### config.mk
export PLATFORM = sky130hd
export DESIGN_NAME = rca_nibble_sequencer
export DESIGN_NICKNAME = d
export VERILOG_FILES = /design/src/rtl/rca_nibble_sequencer.sv
export SDC_FILE = /design/constraint.sdc
export NUM_CORES = 1
export LEC_CHECK = 0
export CORE_MARGIN = 2
export CORE_UTILIZATION = 50
export DETAILED_ROUTE_END_ITERATION = 8
export GPL_TIMING_DRIVEN = 0
export PLACE_DENSITY = 0.74
export SYNTH_ARGS = -nofsm -noshare
export SYNTH_HDL_FRONTEND = slang
export SYNTH_SLANG_ARGS = --single-unit
### constraint.sdc
create_clock -name clk -period 3.7 [get_ports clk]
set_input_delay 0.37 -clock clk [delete_from_list [all_inputs] [get_ports clk]]
set_output_delay 0.37 -clock clk [all_outputs]
set_load 0.01 [all_outputs]
### src/rtl/rca_nibble_sequencer.sv
// Multi-cycle WIDTH-bit adder/subtractor reusing one 4-bit ripple-carry slice, LSB nibble first.
// Optional signed-overflow output is enabled by defining RCA_SEQ_OVF_EN.
module rca_nibble_sequencer #(
  parameter int WIDTH = 16
) (
  input  logic             clk,
  input  logic             rst,
  input  logic             start,
  input  logic [WIDTH-1:0] a,
  input  logic [WIDTH-1:0] b,
  input  logic             cin,
  input  logic             sub,
  output logic             busy,
  output logic             done,
  output logic [WIDTH-1:0] sum,
  output logic             cout,
`ifdef RCA_SEQ_OVF_EN
  output logic             ovf,
`endif
  output logic [1:0]       dbg_state
);

  localparam int NIBBLES = WIDTH / 4;
  localparam int IW      = (NIBBLES > 1) ? $clog2(NIBBLES) : 1;
  localparam logic [IW-1:0] LAST = IW'(NIBBLES - 1);

  // Handshake: start is sampled only in IDLE; busy is high in RUN; done pulses
  // for one cycle in DONE, and sum/cout stay valid from then until the next done.
  typedef enum logic [1:0] {S_IDLE = 2'd0, S_RUN = 2'd1, S_DONE = 2'd2} state_t;

  state_t            state_q, state_d;
  logic [WIDTH-1:0]  a_q, a_d, b_q, b_d, res_q, res_d, sum_q, sum_d;
  logic              carry_q, carry_d, cout_q, cout_d;
  logic [IW-1:0]     idx_q, idx_d;
  logic [IW+1:0]     nib_lsb;
  logic [3:0]        nib_a, nib_b;
  logic [4:0]        slice;

  assign nib_lsb = {idx_q, 2'b00};
  assign nib_a   = a_q[nib_lsb +: 4];
  assign nib_b   = b_q[nib_lsb +: 4];
  assign slice   = {1'b0, nib_a} + {1'b0, nib_b} + {4'b0000, carry_q};

`ifdef RCA_SEQ_OVF_EN
  logic       ovf_q, ovf_d;
  logic [3:0] low3;
  // Carry into the MSB of the last nibble comes from its lower three bits.
  assign low3 = {1'b0, nib_a[2:0]} + {1'b0, nib_b[2:0]} + {3'b000, carry_q};
`endif

  always_comb begin
    state_d = state_q;
    a_d     = a_q;
    b_d     = b_q;
    carry_d = carry_q;
    idx_d   = idx_q;
    res_d   = res_q;
    sum_d   = sum_q;
    cout_d  = cout_q;
`ifdef RCA_SEQ_OVF_EN
    ovf_d   = ovf_q;
`endif
    case (state_q)
      S_IDLE: begin
        if (start) begin
          a_d     = a;
          b_d     = sub ? ~b : b;
          carry_d = sub ? 1'b1 : cin;
          idx_d   = '0;
          state_d = S_RUN;
        end
      end
      S_RUN: begin
        res_d[nib_lsb +: 4] = slice[3:0];
        carry_d             = slice[4];
        idx_d               = idx_q + IW'(1);
        if (idx_q == LAST) begin
          sum_d   = res_d;
          cout_d  = slice[4];
`ifdef RCA_SEQ_OVF_EN
          ovf_d   = low3[3] ^ slice[4];
`endif
          state_d = S_DONE;
        end
      end
      S_DONE:  state_d = S_IDLE;
      default: state_d = S_IDLE;
    endcase
  end

  always_ff @(posedge clk) begin
    if (rst) begin
      state_q <= S_IDLE;
      a_q     <= '0;
      b_q     <= '0;
      carry_q <= 1'b0;
      idx_q   <= '0;
      res_q   <= '0;
      sum_q   <= '0;
      cout_q  <= 1'b0;
`ifdef RCA_SEQ_OVF_EN
      ovf_q   <= 1'b0;
`endif
    end else begin
      state_q <= state_d;
      a_q     <= a_d;
      b_q     <= b_d;
      carry_q <= carry_d;
      idx_q   <= idx_d;
      res_q   <= res_d;
      sum_q   <= sum_d;
      cout_q  <= cout_d;
`ifdef RCA_SEQ_OVF_EN
      ovf_q   <= ovf_d;
`endif
    end
  end

  assign busy      = (state_q == S_RUN);
  assign done      = (state_q == S_DONE);
  assign sum       = sum_q;
  assign cout      = cout_q;
  assign dbg_state = state_q;
`ifdef RCA_SEQ_OVF_EN
  assign ovf       = ovf_q;
`endif

endmodule

==> flow_metrics.py, run 1 <==
metrics = {
    "sta": {
        "fin_crit_sh_pct": 87.65,
        "rsz0062_at_grt": "false",
        "finalMaxSlewViolations": 0,
        "setup_viol_count_final": 0,
        "layout_setup_ws_ns": 0.4569,
        "hold_violations": 0,
        "post-route-min-period_ns": 3.243,
        "skew_ns": 0.006939,
        "slew_headroom_pct": 53.39,
        "worst_pin_slew_ns": 0.6992,
        "fmax_ghz": 0.3083,
        "tns_ns": 0,
    },
    "power_and_ir_drop": {
        "combPwrFrac_pct": 17.9,
        "switching_share_pct": 27.81,
        "ir_worst_vdd_mv": 0.2117,
        "switchingPower_uw": 447.8,
        "p_clk_share_pct": 31.6,
        "powerDensity_nw_per_um2": 392.9,
        "leakage_nw": 1.458,
        "p_int_mw": 1.162,
        "seq_power_share_pct": 50.6,
    },
    "yosys": {
        "synth_area_per_cell_um2": 9.175,
        "yosysSeqAreaShare_pct": 42.42,
        "syn_area_um2": 3303,
        "yosys_warnings": 0,
        "syn_nets": 408,
        "synth_cells": 360,
        "synth_cell_type_count": 42,
        "ys_ff_latch": 70,
    },
    "floorplanning": {
        "num_rows": 29,
        "die-area_um2": 7273,
        "initial_core_util_pct": 51.72,
        "io_pins": 58,
        "coreArea_um2": 6386,
        "dieHeight_um": 85.28,
        "die_w_um": 85.28,
    },
    "cells_and_area": {
        "layout_common_cells": "dfxtp_1 (70), nor2_1 (56), clkdlybuf4s50_1 (55)",
        "drive_gt1_share_pct": 11.63,
        "diodes": 0,
        "fillers": 567,
        "syn2layout_area_growth_pct": 24.09,
        "layout.nets": 474,
        "final_common_cell": "dfxtp_1",
    },
    "run": {
        "drv_cap": 0,
    },
    "worst_setup_path": {
        "critPathMaxStageDelay_ns": 0.55,
        "cp_slowest_cell": "dfxtp_1",
        "critPathLaunchType": "flop",
        "critPathArrivalTime_ns": 3.51,
        "required_ns": 3.96,
        "end_kind": "flop",
        "path_class": "reg2reg",
        "cpMostUsedCell": "fa_1",
        "worstPathMaxFanout": 10,
        "path_cells": "buf_4 -> mux4_2 -> fa_1 -> inv_1 -> fa_1 -> nor4_1 -> a21oi_1 -> a211oi_1",
    },
    "grt": {
        "grt_pass1_wl_um": 12790,
        "grt_max_degree": 11,
        "grt_use_total_pct": 22.11,
        "grt_pass1_vias": 2749,
        "overflow": 0,
        "grt_antenna_before_repair": 0,
    },
    "clocking": {
        "post-cts-setup-buffer-count": 0,
        "worst_skew_pair.late_latency_ns": 0.35,
        "cts_tree": "done",
        "cts_hold_buf": 0,
        "cts.sink_count": 70,
        "path_clk_slew_ns": 0.07,
        "numCtsBuffers": 9,
        "cts_root_buf": "clkbuf_8",
        "cts_resized": 0,
        "htree_num_levels": 3,
        "cts_buffer_depth": 2,
    },
    "detailed_routing": {
        "ant_nets": 0,
        "via_per_inst": 5.489,
        "drt_first_iter_violations": 173,
        "routed_wl_um": 7555,
        "num_vias": 2783,
        "drc_errors": 0,
        "routedWlPerCell_um": 14.90,
        "drt-pass1-iter-count": 4,
    },
    "run_status": {
        "status": "finished, final reports clean",
    },
    "placed_design": {
        "post-place-ws_ns": 0.5113,
        "dp_hpwl_um": 5570,
        "place_congestion": 0.8503,
        "portBuffers": 55,
    },
    "worst_hold_path": {
        "hp-class": "reg2reg",
    },
}
-- cells in the mapped netlist (all sizes together) --
cell | n | area, µm²
o21ai | 6 | 33.78
a211oi | 32 | 290.3
dfxtp | 70 | 1401
nand2 | 47 | 176.4
mux4 | 8 | 180.2
nor2 | 56 | 210.2
ha | 9 | 112.6
and2 | 2 | 12.51
nand3 | 1 | 5.000
nor3b | 2 | 25.02
and4 | 1 | 8.760
nand3b | 3 | 22.52
nor4 | 2 | 27.53
xnor2 | 17 | 148.9
a21oi | 23 | 115.1
and2b | 1 | 7.510
clkbuf | 14 | 56.31
nor2b | 5 | 31.28
fa | 2 | 40.04
and3 | 3 | 18.77
a31oi | 3 | 18.77
and4bb | 1 | 12.51
nor3 | 9 | 45.04
buf | 11 | 76.32
nand4 | 1 | 6.260
a32oi | 6 | 60.06
a21o | 1 | 7.510
or3 | 1 | 6.260
a2bb2oi | 1 | 8.760
a22oi | 3 | 22.52
a221oi | 6 | 52.55
inv | 11 | 41.29
o21a | 1 | 7.510
nand2b | 1 | 13.76
-- cells by family after synthesis --
kind of cell | share of synthesized area, %
mux | 5.454
flops | 42.42
fa+ha+maj | 4.621
simple gates | 19.05
buf+inv | 5.265
compound gates | 18.67
xor+xnor | 4.507
-- flip-flops by register name, summed over array words and instances (netlist names) --
signal	flops
a_q	16
b_q	16
sum	16
carry_q	1
res_q	16
idx_q	2
dbg_state	2
cout	1
-- critical path: cells and delay by family (launching register included) --
family	cells	cell delay [ns]
buf+inv	2	0.37
fa+ha+maj	2	0.90
mux	1	0.55
flops	1	0.55
simple gates	1	0.42
compound gates	2	0.37
-- through the flow --
step / std cells / util (%) / hold slack (ns) / power [mW] / cell area (µm²)
finish: 507 / 64.19 / 0.4552 / 1.610 / 4099
global route: 507 / 64.19 / 0.4804 / 1.690 / 4099
CTS: 507 / 64.19 / 0.4546 / 1.620 / 4099
detailed placement: 492 / 61.85 / 0.4459 / 1.119 / 3950
global placement: 492 / 61.85 / 0.4398 / 1.112 / 3950
floorplan: 360 / - / 0.4331 / 1.020 / 3303
-- cell type report --
class	instances	area [µm²]	area share [%]
Sequential cell	70	1401	34.19
Clock inverter	2	10.01	0.2442
Clock buffer	13	138.9	3.388
Inverter	11	41.29	1.007
Tap cell	77	96.34	2.350
Buffer	25	132.6	3.236
Timing Repair Buffer	55	550.5	13.43
Multi-Input combinational cell	254	1728	42.16
-- final timing paths --
| path | start | end | slack (ns) | cells past startpoint |
|---|---|---|---|---|
| worst max-delay path | idx_q[0] | res_q[5] | 0.46 | 8 |
| worst min-delay path | a_q[12] | a_q[12] | 0.46 | 2 |
| worst max register to register | idx_q[0] | res_q[5] | 0.46 | 8 |
| worst min register to register | a_q[12] | a_q[12] | 0.46 | 2 |
-- power groups by stage --
stage / Clock (mW) / Sequential, mW / Combinational [mW]
2_1_floorplan: 0 / 0.826 / 0.194
6_report: 0.508 / 0.815 / 0.288
3_3_place_gp: 0 / 0.830 / 0.282
5_1_grt: 0.553 / 0.819 / 0.318
3_5_place_dp: 0 / 0.832 / 0.287
4_1_cts: 0.517 / 0.815 / 0.288
-- layer usage --
| metal | global-route usage [%] | routed length (µm) | vias up |
|---|---|---|---|
| met4 | 9.957 | 182 | 0 |
| li1 | - | - | 1391 |
| met5 | 0 | 0 | - |
| met1 | 29.19 | 3367 | 1289 |
| met2 | 35.37 | 3627 | 87 |
| met3 | 3.988 | 378 | 16 |
Note: power is estimated with default switching activity, not from simulation.
==> run 2: changes to the inputs <==
ABC_AREA = 0   (was default)
clock period = 4.06 ns   (was 3.7 ns; I/O delays follow)
==> results of run 2 <==
The final DEF is identical to that of run 1. Status: finished, final reports clean.
Among the figures that moved: setup slack after placement 0.5113 ns -> 0.8713 ns; setup slack after layout 0.4569 ns -> 0.8169 ns; register-to-register setup slack 0.46 ns -> 0.82 ns; total power 1.610 mW -> 1.467 mW; worst IR drop on VDD 0.2117 mV -> 0.1930 mV
==> run 3: changes to the inputs <==
clock period = 3.35 ns   (was 4.06 ns; I/O delays follow)
==> run 3 against run 2 <==
Net effect:
- sequential share of layout area about the same
- register-to-register slack worse by 0.63 ns
- sequential power up 21%
- first-iteration DRC count unchanged
- non-clock buffer count unchanged
- fmax up 2.4%
- combinational power up 21%
- die area unchanged
- highest routed layer unchanged
==> flow_metrics.py, run 3 (synthesized netlist as in run 1, its figures left out) <==
metrics = {
    "floorplanning": {
        "num_rows": 29,
        "coreArea_um2": 6386,
        "io_pins": 58,
        "dieHeight_um": 85.28,
        "initial_core_util_pct": 51.72,
        "die_w_um": 85.28,
        "die-area_um2": 7273,
    },
    "worst_setup_path": {
        "end_kind": "flop",
        "critPathArrivalTime_ns": 3.43,
        "worstPathMaxFanout": 10,
        "cpMostUsedCell": "fa_1",
        "critPathLaunchType": "flop",
        "required_ns": 3.61,
        "critPathMaxStageDelay_ns": 0.49,
        "cp_slowest_cell": "clkbuf_1",
        "cp_num_buf_inv": 2,
        "reg2reg_depth": 8,
        "crit_cells": 8,
        "path_cells": "clkbuf_1 -> mux4_2 -> fa_1 -> inv_1 -> fa_1 -> nor4_1 -> a21oi_1 -> a211oi_1",
        "crit_family": "adder cells",
        "path_class": "reg2reg",
    },
    "sta": {
        "slew_headroom_pct": 53.39,
        "tns_ns": 0,
        "worst_pin_slew_ns": 0.6992,
        "fin_crit_sh_pct": 94.53,
        "setup_viol_count_final": 0,
        "post-route-min-period_ns": 3.167,
        "fmax_ghz": 0.3158,
        "rsz0062_at_grt": "false",
        "skew_ns": 0.006939,
        "hold_violations": 0,
        "finalMaxSlewViolations": 0,
    },
    "placed_design": {
        "place_congestion": 0.8503,
        "dp_hpwl_um": 5570,
        "portBuffers": 55,
    },
    "clocking": {
        "post-cts-setup-buffer-count": 0,
        "cts_hold_buf": 0,
        "cts_root_buf": "clkbuf_8",
        "cts_buffer_depth": 2,
        "worst_skew_pair.late_latency_ns": 0.35,
        "cts_tree": "done",
        "path_clk_slew_ns": 0.07,
        "htree_num_levels": 3,
        "numCtsBuffers": 9,
        "cts.sink_count": 70,
    },
    "detailed_routing": {
        "routed-wl-met2_um": 3627,
        "routed_wl_um": 7555,
        "wl_met3_um": 378,
        "dr.max_layer_used": "met4",
        "via_per_inst": 5.489,
        "drt_first_iter_violations": 173,
        "drc_errors": 0,
        "ant_nets": 0,
        "routedWlPerCell_um": 14.90,
        "wl_met1_um": 3367,
        "drt-pass1-iter-count": 4,
        "num_vias": 2783,
    },
    "run": {
        "drv_cap": 0,
    },
    "worst_hold_path": {
        "hp-class": "in2reg",
        "hold_depth": 3,
    },
    "grt": {
        "grt_antenna_before_repair": 0,
        "grt_max_degree": 11,
        "grt_pass1_wl_um": 12790,
        "overflow": 0,
        "grt_use_total_pct": 22.11,
        "grt_pass1_vias": 2749,
    },
    "cells_and_area": {
        "layout.nets": 474,
        "fillers": 566,
        "final_common_cell": "dfxtp_1",
        "layout_common_cells": "dfxtp_1 (69), nor2_1 (56), clkdlybuf4s50_1 (55)",
        "fin_util_pct": 64.20,
        "drive_gt1_share_pct": 11.86,
        "syn2layout_area_growth_pct": 24.13,
        "diodes": 0,
    },
    "power_and_ir_drop": {
        "leakage_nw": 1.458,
        "ir_worst_vdd_mv": 0.2339,
        "powerDensity_nw_per_um2": 433.8,
    },
    "run_status": {
        "status": "finished, final reports clean",
    },
}
==> run 3: cell counts in the layout (fill, tap and decap cells not counted) <==
Identical to the previous run, type by type.
==> run 3: cell type report <==
type	instances	area (µm²)	share of cell area (%)
Tap cell	77	96.34	2.350
Clock inverter	2	10.01	0.2441
Timing Repair Buffer	55	550.5	13.43
Buffer	25	132.6	3.235
Inverter	11	41.29	1.007
Clock buffer	13	138.9	3.387
Sequential cell	70	1403	34.21
Multi-Input combinational cell	254	1728	42.14
==> run 3: power by group <==
part,internal [mW],switching [mW],total [mW]
clock,0.263,0.298,0.561
sequential,0.875,0.0248,0.900
combinational,0.146,0.172,0.318
total,1.28,0.495,1.78
==> run 3: worst reg2reg max path, delay by kind of cell, from the launching register on <==
family          cells  cell delay (ns)
fa+ha+maj           2             0.90
buf+inv             2             0.57
mux                 1             0.42
simple gates        1             0.42
flops               1             0.40
compound gates      2             0.37
==> run 3: timing repair <==
| action | in CTS | in global routing |
|---|---|---|
| setup endpoints to repair | 0 | 2 |
| hold endpoints to repair | 0 | 0 |
| resized for setup | 0 | 1 |
==> run 3: stage by stage <==
stage               hold slack [ns]  setup WS [ns]  instances  power, mW  instance area [µm²]
CTS                          0.4286         0.1508        507      1.789                 4099
global route                 0.4547        0.08342        507      1.867                 4100
floorplan                    0.4331         0.5663        360      1.127                 3303
detailed placement           0.4459         0.1613        492      1.236                 3950
global placement             0.4398         0.2108        492      1.228                 3950
finish                       0.4430         0.1832        507      1.779                 4100
==> run 3: final timing paths <==
path              startpoint        to  slack (ns)
setup reg to reg    idx_q[1]  res_q[5]        0.18
hold reg to reg      a_q[12]   a_q[12]        0.46
setup / recovery    idx_q[1]  res_q[5]        0.18
hold / removal           sub    b_q[4]        0.44
==> run 3: layer usage <==
metal / up-vias / track usage, %
met5: - / 0
met4: 0 / 9.957
met3: 16 / 3.988
met2: 87 / 35.37
met1: 1289 / 29.19
li1: 1391 / -
